===== src/rtl/fifo_fwft_v2.sv =====
// First-word-fall-through synchronous FIFO: RAM array -> middle register -> dout register, exact occupancy count.
// Optional sticky overflow/underflow outputs when FIFO_FWFT_ERR_EN is defined.
module fifo_fwft_v2 #(
    parameter int DATA_WIDTH  = 8,
    parameter int DEPTH_WIDTH = 4,
    parameter int AF_THRESH   = (1 << DEPTH_WIDTH) - 1,
    parameter int AE_THRESH   = 1
) (
    input  logic                   clk,
    input  logic                   rst_n,
    input  logic                   clr,
    input  logic [DATA_WIDTH-1:0]  din,
    input  logic                   wr_en,
    output logic                   full,
    output logic                   almost_full,
    output logic [DATA_WIDTH-1:0]  dout,
    input  logic                   rd_en,
    output logic                   empty,
    output logic                   almost_empty,
    output logic [DEPTH_WIDTH:0]   cnt
`ifdef FIFO_FWFT_ERR_EN
    ,
    output logic                   overflow,
    output logic                   underflow
`endif
);

    localparam int DEPTH = 1 << DEPTH_WIDTH;

    logic [DATA_WIDTH-1:0]  mem [DEPTH];
    logic [DEPTH_WIDTH-1:0] wr_ptr_reg, wr_ptr_next;
    logic [DEPTH_WIDTH-1:0] rd_ptr_reg, rd_ptr_next;
    logic [DEPTH_WIDTH:0]   arr_cnt_reg, arr_cnt_next;
    logic [DEPTH_WIDTH:0]   cnt_reg, cnt_next;
    logic [DATA_WIDTH-1:0]  mid_reg;
    logic                   mid_valid_reg, mid_valid_next;
    logic [DATA_WIDTH-1:0]  dout_reg, dout_next;
    logic                   dout_valid_reg, dout_valid_next;
    logic                   wr_acc, rd_acc, dout_load, fetch;

    // Full is judged on the registered count, so a pop in the same cycle cannot make room for a write.
    assign full         = (cnt_reg == (DEPTH_WIDTH+1)'(DEPTH));
    assign almost_full  = (int'(cnt_reg) >= AF_THRESH);
    assign almost_empty = (int'(cnt_reg) <= AE_THRESH);
    assign empty        = !dout_valid_reg;
    assign dout         = dout_reg;
    assign cnt          = cnt_reg;

    assign wr_acc    = wr_en && !full;
    assign rd_acc    = rd_en && dout_valid_reg;
    assign dout_load = mid_valid_reg && (!dout_valid_reg || rd_acc);
    // The array is refilled into the middle stage in the same cycle the middle stage drains, so no bubbles.
    assign fetch     = (arr_cnt_reg != '0) && (!mid_valid_reg || dout_load);

    always_comb begin
        wr_ptr_next     = wr_ptr_reg + DEPTH_WIDTH'(wr_acc);
        rd_ptr_next     = rd_ptr_reg + DEPTH_WIDTH'(fetch);
        arr_cnt_next    = arr_cnt_reg + (DEPTH_WIDTH+1)'(wr_acc) - (DEPTH_WIDTH+1)'(fetch);
        cnt_next        = cnt_reg + (DEPTH_WIDTH+1)'(wr_acc) - (DEPTH_WIDTH+1)'(rd_acc);
        mid_valid_next  = fetch ? 1'b1 : (dout_load ? 1'b0 : mid_valid_reg);
        dout_valid_next = dout_load ? 1'b1 : (rd_acc ? 1'b0 : dout_valid_reg);
        dout_next       = dout_load ? mid_reg : dout_reg;
        if (clr) begin
            wr_ptr_next     = '0;
            rd_ptr_next     = '0;
            arr_cnt_next    = '0;
            cnt_next        = '0;
            mid_valid_next  = 1'b0;
            dout_valid_next = 1'b0;
            dout_next       = '0;
        end
    end

    always_ff @(posedge clk) begin
        if (wr_acc && !clr) begin
            mem[wr_ptr_reg] <= din;
        end
    end

    always_ff @(posedge clk or negedge rst_n) begin
        if (!rst_n) begin
            wr_ptr_reg     <= '0;
            rd_ptr_reg     <= '0;
            arr_cnt_reg    <= '0;
            cnt_reg        <= '0;
            mid_reg        <= '0;
            mid_valid_reg  <= 1'b0;
            dout_reg       <= '0;
            dout_valid_reg <= 1'b0;
        end else begin
            wr_ptr_reg     <= wr_ptr_next;
            rd_ptr_reg     <= rd_ptr_next;
            arr_cnt_reg    <= arr_cnt_next;
            cnt_reg        <= cnt_next;
            mid_valid_reg  <= mid_valid_next;
            dout_reg       <= dout_next;
            dout_valid_reg <= dout_valid_next;
            if (fetch && !clr) begin
                mid_reg <= mem[rd_ptr_reg];
            end
        end
    end

`ifdef FIFO_FWFT_ERR_EN
    logic overflow_reg, underflow_reg;

    always_ff @(posedge clk or negedge rst_n) begin
        if (!rst_n) begin
            overflow_reg  <= 1'b0;
            underflow_reg <= 1'b0;
        end else if (clr) begin
            overflow_reg  <= 1'b0;
            underflow_reg <= 1'b0;
        end else begin
            overflow_reg  <= overflow_reg  || (wr_en && full);
            underflow_reg <= underflow_reg || (rd_en && !dout_valid_reg);
        end
    end

    assign overflow  = overflow_reg;
    assign underflow = underflow_reg;
`endif

endmodule


===== config.mk =====
export PLATFORM = sky130hd
export DESIGN_NAME = fifo_fwft_v2
export DESIGN_NICKNAME = d
export VERILOG_FILES = /design/src/rtl/fifo_fwft_v2.sv
export SDC_FILE = /design/constraint.sdc
export NUM_CORES = 1
export LEC_CHECK = 0
export CELL_PAD_IN_SITES_DETAIL_PLACEMENT = 0
export CELL_PAD_IN_SITES_GLOBAL_PLACEMENT = 1
export CORE_ASPECT_RATIO = 0.6
export CORE_MARGIN = 8
export CORE_UTILIZATION = 56
export DETAILED_ROUTE_END_ITERATION = 10
export PLACE_DENSITY_LB_ADDON = 0.1
export SYNTH_ARGS = -nofsm -noshare
export SYNTH_HDL_FRONTEND = slang
export SYNTH_SLANG_ARGS = --single-unit

===== constraint.sdc =====
create_clock -name clk -period 4.1 [get_ports clk]
set_clock_uncertainty 0.05 [all_clocks]
set_input_delay 0.82 -clock clk [delete_from_list [all_inputs] [get_ports clk]]
set_output_delay 0.82 -clock clk [all_outputs]
set_load 0.01 [all_outputs]

Yosys cells after proc, flatten, opt, wreduce, memory -nomap -nowiden --
Memory sizes are Yosys's and may differ from the RTL's. A register that Yosys moved wholly into a read port is not among the register bits. Cells that the tools add are included.
Word-level totals: input bits 13, bits in latches 0, register bits after elaboration 28, output and inout bits 17, ROM bits 0, memories kept 1, memory bits (writable) 128
Cells by class: muxes and demuxes 14, bitwise logic cells 0, reductions and logical operators 17, div/mod/pow operators 0, magnitude comparators 2, shift operators 0, equality and inequality tests 1, add/sub/neg operators 6, $mul 0
Memories:
- mem | depth 16, width 8, rd ports 1, clocked after Yosys merged registers in 1, write ports 1, line 30 | logic [DATA_WIDTH-1:0] mem [DEPTH];
Operator list (number):
- $mux 8 | 2
- $add 5x1->5 | 2
- $mux 5 | 2
- $sub 5x1->5 | 2
- $add 4x1->4 | 2
- $mux 1 | 8
- $mux 4 | 2
- $logic_and 1x1->1 | 6
- $reduce_bool 3->1 | 2
- $eq 5x5->1 const B | 1
- $ge 5x4->1 const B | 1
- $le 5x1->1 const B | 1
- $logic_not 1->1 | 5
- $reduce_bool 5->1 | 1
- $logic_or 1x1->1 | 2
- $reduce_bool 2->1 | 1

Depth between registers and ports, before layout --
Gate-level depths: netlist of run 1.
word-level depth 7, mapped depth 13, gate-level depth less buffers 13

Worst setup path after synthesis of run 1 --
Ideal clock, no wire load.
path kind reg-to-reg, from reg cnt_reg[2] (netlist: cnt[2]), to reg arr_cnt_reg[4], stages on the path, launching flop included 14, required time 3.915 ns, path buffers 0, library setup time 0.135 ns, slack 1.128 ns, arrival time 2.787 ns, cell sequence dfrtp_1 inv_1 ha_1 nor4bb_1 nand2b_1 ha_1 inv_1 ha_1 inv_1 fa_1 nor2b_1 o21bai_1 a21oi_1 nor3b_1
Between the ends: word-level cells in the longest chain between the ends 6
RTL lines:
- from (decl) | line 34 | logic [DEPTH_WIDTH:0] cnt_reg, cnt_next;
- from (signal assigned) | line 94 | cnt_reg <= cnt_next;
- $eq 5x5->1 | line 42 | assign full = (cnt_reg == (DEPTH_WIDTH+1)'(DEPTH));
- via full | line 14 | output logic full,
- $logic_not 1->1 | line 49 | assign wr_acc = wr_en && !full;
- $logic_and 1x1->1 | line 49
- $add 5x1->5 | line 58 | arr_cnt_next = arr_cnt_reg + (DEPTH_WIDTH+1)'(wr_acc) - (DEPTH_WIDTH+1)'(fetch);
- $sub 5x1->5 | line 58
- $mux 5 | line 63 | if (clr) begin
- via arr_cnt_next[4] | line 33 | logic [DEPTH_WIDTH:0] arr_cnt_reg, arr_cnt_next;
- to (signal assigned) | line 93 | arr_cnt_reg <= arr_cnt_next;
- to (decl) | line 33
The timed path passes the listed nets, and every way through them passes these cells. A chain may end at the register's enable or synchronous reset.

Worst setup path after layout of run 1 --
from reg cnt_reg[2] (netlist: cnt[2]), to out full
Between the ends: word-level cells in the longest chain between the ends 1
RTL lines (line):
- $eq 5x5->1 | 42
- to (decl) | 14
No other way between the ends.

==> impl_metrics.tcl, run 1 <==
set metrics [dict create \
    multi_input_area_um2 1950 \
    postCtsSetupRepairBufs 0 \
    hold_path_class "input pin to asynchronous set/reset pin" \
    relSlewSlack 0.378 \
    rrSetupSlack_ns 1.00 \
    synth_edf_count 128 \
    crit_fanout 5 \
    worstMarginPinSlew_ns 0.933 \
    track_usage 0.173 \
    power_density_nw_per_um2 624 \
    fin_crit_sh 0.758 \
    place.gp.congestion 0.809 \
    viasPerCell 5.64 \
    synth-seq-cells 164 \
    cpPeakStageDelay_ns 0.62 \
    grt_pass1_vias 3575 \
    die_w_um 159 \
    vias 3479 \
    wl_um 13200 \
    p_leak_nw 2.91 \
    grt_max_degree 37 \
    syn-cell-area_um2 6870 \
    layout-drive-gt1-share 0.173 \
    htree_levels 4 \
    synth.top_cells.by_area "edfxtp_1 56%, dfrtp_1 13%, mux4_2 8.9%, ha_1 4.0%, mux2i_1 2.3%" \
    post_cts_resized 0 \
    rows 31 \
    hold_viol_final 0 \
    crit_buf_inv 2 \
    drv_cap 0 \
    layout_commonest_cell "edfxtp_1" \
    numCtsBuffers 17 \
    clock.fmax_mhz 322 \
    overflow 0 \
    rsz0062_at_grt "no" \
    clock_path_buffers 2 \
    area_delta_synth_final_pct 16.1 \
    dp.cells 585 \
    route.detailed.drc 0 \
    dr.first_iter.drc_count 252 \
    cp_data_arrival_time_ns 2.24 \
    grt_pass1_wl_um 20700 \
    regArea_um2 4750 \
    slowest_stage "clkdlybuf4s50_1" \
    synth_ff_type "edfxtp_1" \
    async_flop_share 0.220 \
    grt_antenna_before_repair 0 \
    cp.required_ns 3.23 \
    io_buffers 29 \
    final_nets 476 \
    critPathKind "flip-flop to output port" \
    worst_setup_path_end_kind "output port" \
    die_y_um 102 \
    die_area_um2 16200 \
    clkLatencyLatePin_ns 0.41 \
    hpwl_um 8650 \
    maxSlewViolCount 0 \
    cts_hold_buffers 0 \
    drtAntennaViolNets 0 \
    syn_nets 429 \
    setup_viol 0 \
    core_um2 12000 \
    final-instance-count-excl-fill 617 \
    syn_inst 392 \
    synth_top_area_frac 0.559 \
    ir_drop_v 0.000362 \
    run_status "completed" \
    largest_register_ff_count 128 \
    cts_sinks 164 \
    yosys.area.top_type "edfxtp_1" \
    ios 30 \
    num_antenna_cells 0 \
    ys_warn_count 0 \
    fin_tns_setup_ns 0 \
    final.min_clock_period_ns 3.11 \
    yosysSeqAreaShare 0.691 \
    synthDistinctLibCells 38 \
    clockRootBuffer "clkbuf_16" \
    drt_pre_antenna_iters 4 \
    wire_per_inst_um 21.4 \
    startpoint_type "flip-flop" \
    avgSynthCellArea_um2 17.5 \
    nFillCells 825 \
    crit_family "buffers and inverters" \
    clk_pin_slew_worst_paths_ns 0.06 \
    start_util 0.571 \
    cts_tree "yes" \
    path_cells "inv_1 -> ha_1 -> nor4bb_1 -> clkdlybuf4s50_1" \
    final_cell_mix "128 x edfxtp_1, 35 x dfrtp_1, 32 x nor2_1" \
]
==> report_power, final <==
group / total (mW) / switching, mW / internal, mW
clock network: 1.59 / 0.631 / 0.963
logic: 1.25 / 0.573 / 0.682
registers: 2.13 / 0.198 / 1.93
==> cell type report <==
cell class | count | area share
clock inverters | 11 | 0.0155
repair buffers | 45 | 0.0508
inverters | 18 | 0.00847
multi-input cells | 193 | 0.244
flip-flops and latches | 164 | 0.595
clock buffers | 21 | 0.0602
well taps | 165 | 0.0259
==> worst paths after layout <==
kind,from,to,cells past startpoint
setup / recovery,cnt[2],full,4
hold / removal,rst_n,cnt[3],1
setup reg to reg,cnt[2],arr_cnt_reg[4],13
hold reg to reg,mid_reg[3],mid_reg[3],1
max in group asynchronous,rst_n,rd_ptr_reg[0],1
min in group clk,mid_reg[3],mid_reg[3],1
==> cell usage after synthesis (4+ instances only) <==
library cell,number
clkbuf_1,5
a22o_1,8
a211o_1,9
nand2b_1,4
nor2b_1,17
xnor2_1,6
nor3_1,5
a21oi_1,15
dfrtp_1,36
nor2_1,32
mux4_2,27
inv_1,18
mux4_1,5
buf_2,5
edfxtp_1,128
ha_1,22
mux2i_1,16
nand2_1,4
==> cells by family (layout without fill, tap and decap cells) <==
family | Yosys count | count (layout) | share of synthesized area
buf+inv | 35 | 95 | 0.0262
simple gates | 72 | 72 | 0.0534
compound gates | 40 | 40 | 0.0415
xor+xnor | 9 | 9 | 0.0115
flops | 164 | 164 | 0.691
fa+ha+maj | 24 | 24 | 0.0459
mux | 48 | 48 | 0.131
==> metrics by stage <==
stage	total power, mW	hold slack, ns	util	setup WS, ns	area (um2)
2_1_floorplan	3.05	0.422	-	1.13	6870
3_3_place_gp	3.41	0.449	0.613	0.887	7370
3_5_place_dp	3.42	0.456	0.613	0.789	7370
4_1_cts	5.02	0.470	0.663	0.959	7980
5_1_grt	5.22	0.498	0.663	0.714	7980
6_report	4.98	0.450	0.663	0.992	7980
==> metal layers <==
| metal | wire, um | global-route usage | vias to the layer above |
|---|---|---|---|
| li1 | - | - | 1602 |
| met1 | 6860 | 0.256 | 1776 |
| met2 | 5560 | 0.253 | 91 |
| met3 | 697 | 0.0390 | 10 |
| met4 | 118 | 0.0476 | 0 |
| met5 | 0 | 0 | - |
No activity file was read; power rests on OpenSTA's default activity.
==> inputs of run 2 (changes only) <==
--- a/config.mk
+++ b/config.mk
@@ -9,7 +9,7 @@
 export CELL_PAD_IN_SITES_GLOBAL_PLACEMENT = 1
 export CORE_ASPECT_RATIO = 0.6
 export CORE_MARGIN = 8
-export CORE_UTILIZATION = 56
+export CORE_UTILIZATION = 47
 export DETAILED_ROUTE_END_ITERATION = 10
 export PLACE_DENSITY_LB_ADDON = 0.1
 export SYNTH_ARGS = -nofsm -noshare
==> constraint.sdc (replaced) <==
create_clock -name clk -period 2.5 [get_ports clk]
set_clock_uncertainty 0.05 [all_clocks]
set_input_delay 0.5 -clock clk [delete_from_list [all_inputs] [get_ports clk]]
set_output_delay 0.5 -clock clk [all_outputs]
set_load 0.01 [all_outputs]
==> impl_metrics.tcl, run 2 (synthesis gave the netlist of run 1 again) <==
set metrics [dict create \
    layout-drive-gt1-share 0.277 \
    worst_setup_path_end_kind "flip-flop" \
    p_leak_nw 3.10 \
    setup_viol 1 \
    hpwl_um 9790 \
    dr_wl_met2_um 6160 \
    drt_pre_antenna_iters 4 \
    power_density_nw_per_um2 1010 \
    cts_tree "yes" \
    fin_tns_setup_ns -0.0142 \
    drv_cap 0 \
    start_util 0.478 \
    dp.cells 650 \
    grt_pass1_wl_um 22200 \
    rows 34 \
    layout_commonest_cell "edfxtp_1" \
    route.detailed.drc 0 \
    drtAntennaViolNets 0 \
    hold_path_class "input pin to asynchronous set/reset pin" \
    htree_levels 4 \
    run_status "finished with violations" \
    maxSlewViolCount 0 \
    clock_path_buffers 2 \
    die_area_um2 18900 \
    cp_data_arrival_time_ns 2.76 \
    wire_per_inst_um 20.7 \
    grt_antenna_before_repair 0 \
    vias 3621 \
    final_cell_mix "128 x edfxtp_1, 49 x buf_4, 34 x dfrtp_1" \
    cp.required_ns 2.74 \
    wl_um 14200 \
    crit_fanout 3 \
    startpoint_type "flip-flop" \
    track_usage 0.162 \
    violations "negative setup slack" \
    critPathKind "flip-flop to flip-flop" \
    finalWorstSetupSlack_ns -0.0142 \
    ir_drop_v 0.000564 \
    overflow 0 \
    clockRootBuffer "clkbuf_16" \
    wl_met3_um 1150 \
    clock.fmax_mhz 398 \
    multi_input_area_um2 2060 \
    num_antenna_cells 0 \
    area_delta_synth_final_pct 22.0 \
    viasPerCell 5.28 \
    final-instance-count-excl-fill 686 \
    ios 30 \
    final.min_clock_period_ns 2.51 \
    met1_length_um 6820 \
    grt_pass1_vias 3813 \
    cts_hold_buffers 0 \
    preCtsSetupSlack_ns -0.338 \
    grt_max_degree 37 \
    numCtsBuffers 17 \
    die_y_um 110 \
    hold_viol_final 0 \
    clk_pin_slew_worst_paths_ns 0.06 \
    clkLatencyLatePin_ns 0.41 \
    regArea_um2 4750 \
    fin_crit_sh 1.01 \
    core_um2 14400 \
    worstMarginPinSlew_ns 0.805 \
    largest_register_ff_count 128 \
    nFillCells 1159 \
    cts_sinks 164 \
    io_buffers 29 \
    die_w_um 172 \
    top_layer_used "met4" \
    rsz0062_at_grt "yes" \
    final_nets 512 \
    place.gp.congestion 0.782 \
    relSlewSlack 0.464 \
    dr.first_iter.drc_count 339 \
]
-- run 2: cell count changes in the layout (fill, tap and decap cells not counted), moves of 3 or more --
cell	before	now
clkbuf_8	4	0
ha_1	22	17
inv_2	0	6
ha_4	0	3
inv_1	18	11
buf_4	16	49
clkdlybuf4s50_1	28	25
inv_6	1	5
-- run 2: metrics by stage --
stage	hold WS (ns)	util	total power, mW	instance area (um2)
final	0.129	0.583	8.49	8380
after global routing	0.197	0.583	8.97	8380
after CTS	0.147	0.577	8.44	8300
after detailed placement	0.441	0.538	5.96	7730
after global placement	0.456	0.538	5.95	7730
after floorplan	0.154	-	5.04	6920
-- run 2: critical path, stage by stage, from the launching register on --
cell and delay [ns]:
dfrtp_2 0.42, inv_2 0.08, ha_4 0.14, nor4bb_4 0.21, nand2b_4 0.21, ha_4 0.21
inv_4 0.05, ha_4 0.13, inv_2 0.04, fa_2 0.39, nor2b_2 0.13, o21bai_1 0.10
a21oi_1 0.17, nor3b_2 0.06
-- run 2: metal layers --
layer,GRT usage,vias up
li1,-,1673
met2,0.226,83
met3,0.0351,6
met4,0.0404,0
met5,0,-
met1,0.252,1859
-- run 2: path summary, 6_finish.rpt --
check                            from              to  slack (ns)  depth (start not counted)
setup / recovery               cnt[2]  arr_cnt_reg[4]       -0.01                         13
min in group clk           mid_reg[3]      mid_reg[3]        0.46                          1
max in group asynchronous       rst_n          cnt[2]        1.71                          1
setup reg to reg               cnt[2]  arr_cnt_reg[4]       -0.01                         13
hold / removal                  rst_n  arr_cnt_reg[4]        0.13                          1
hold reg to reg            mid_reg[3]      mid_reg[3]        0.46                          1
-- run 2: timing repair --
action / 4_1_cts / 5_1_grt
gates resized for setup: 5 / 16
pin swaps: 0 / 8
setup buffers: 0 / 4
setup endpoints to repair: 4 / 6
-- run 2: where the power goes --
| part | internal, mW | total [mW] | switching (mW) | leakage (nW) |
|---|---|---|---|---|
| sequential | 3.17 | 3.42 | 0.242 | 1.62 |
| combinational | 1.44 | 2.61 | 1.17 | 1.21 |
| clock | 1.39 | 2.46 | 1.07 | 0.265 |
-- run 2: cell type report --
class,count,area share
Multi-Input combinational cell,193,0.246
Inverter,18,0.00836
Clock inverter,13,0.0149
Tap cell,198,0.0295
Sequential cell,164,0.566
Clock buffer,19,0.0516
Timing Repair Buffer,81,0.0837
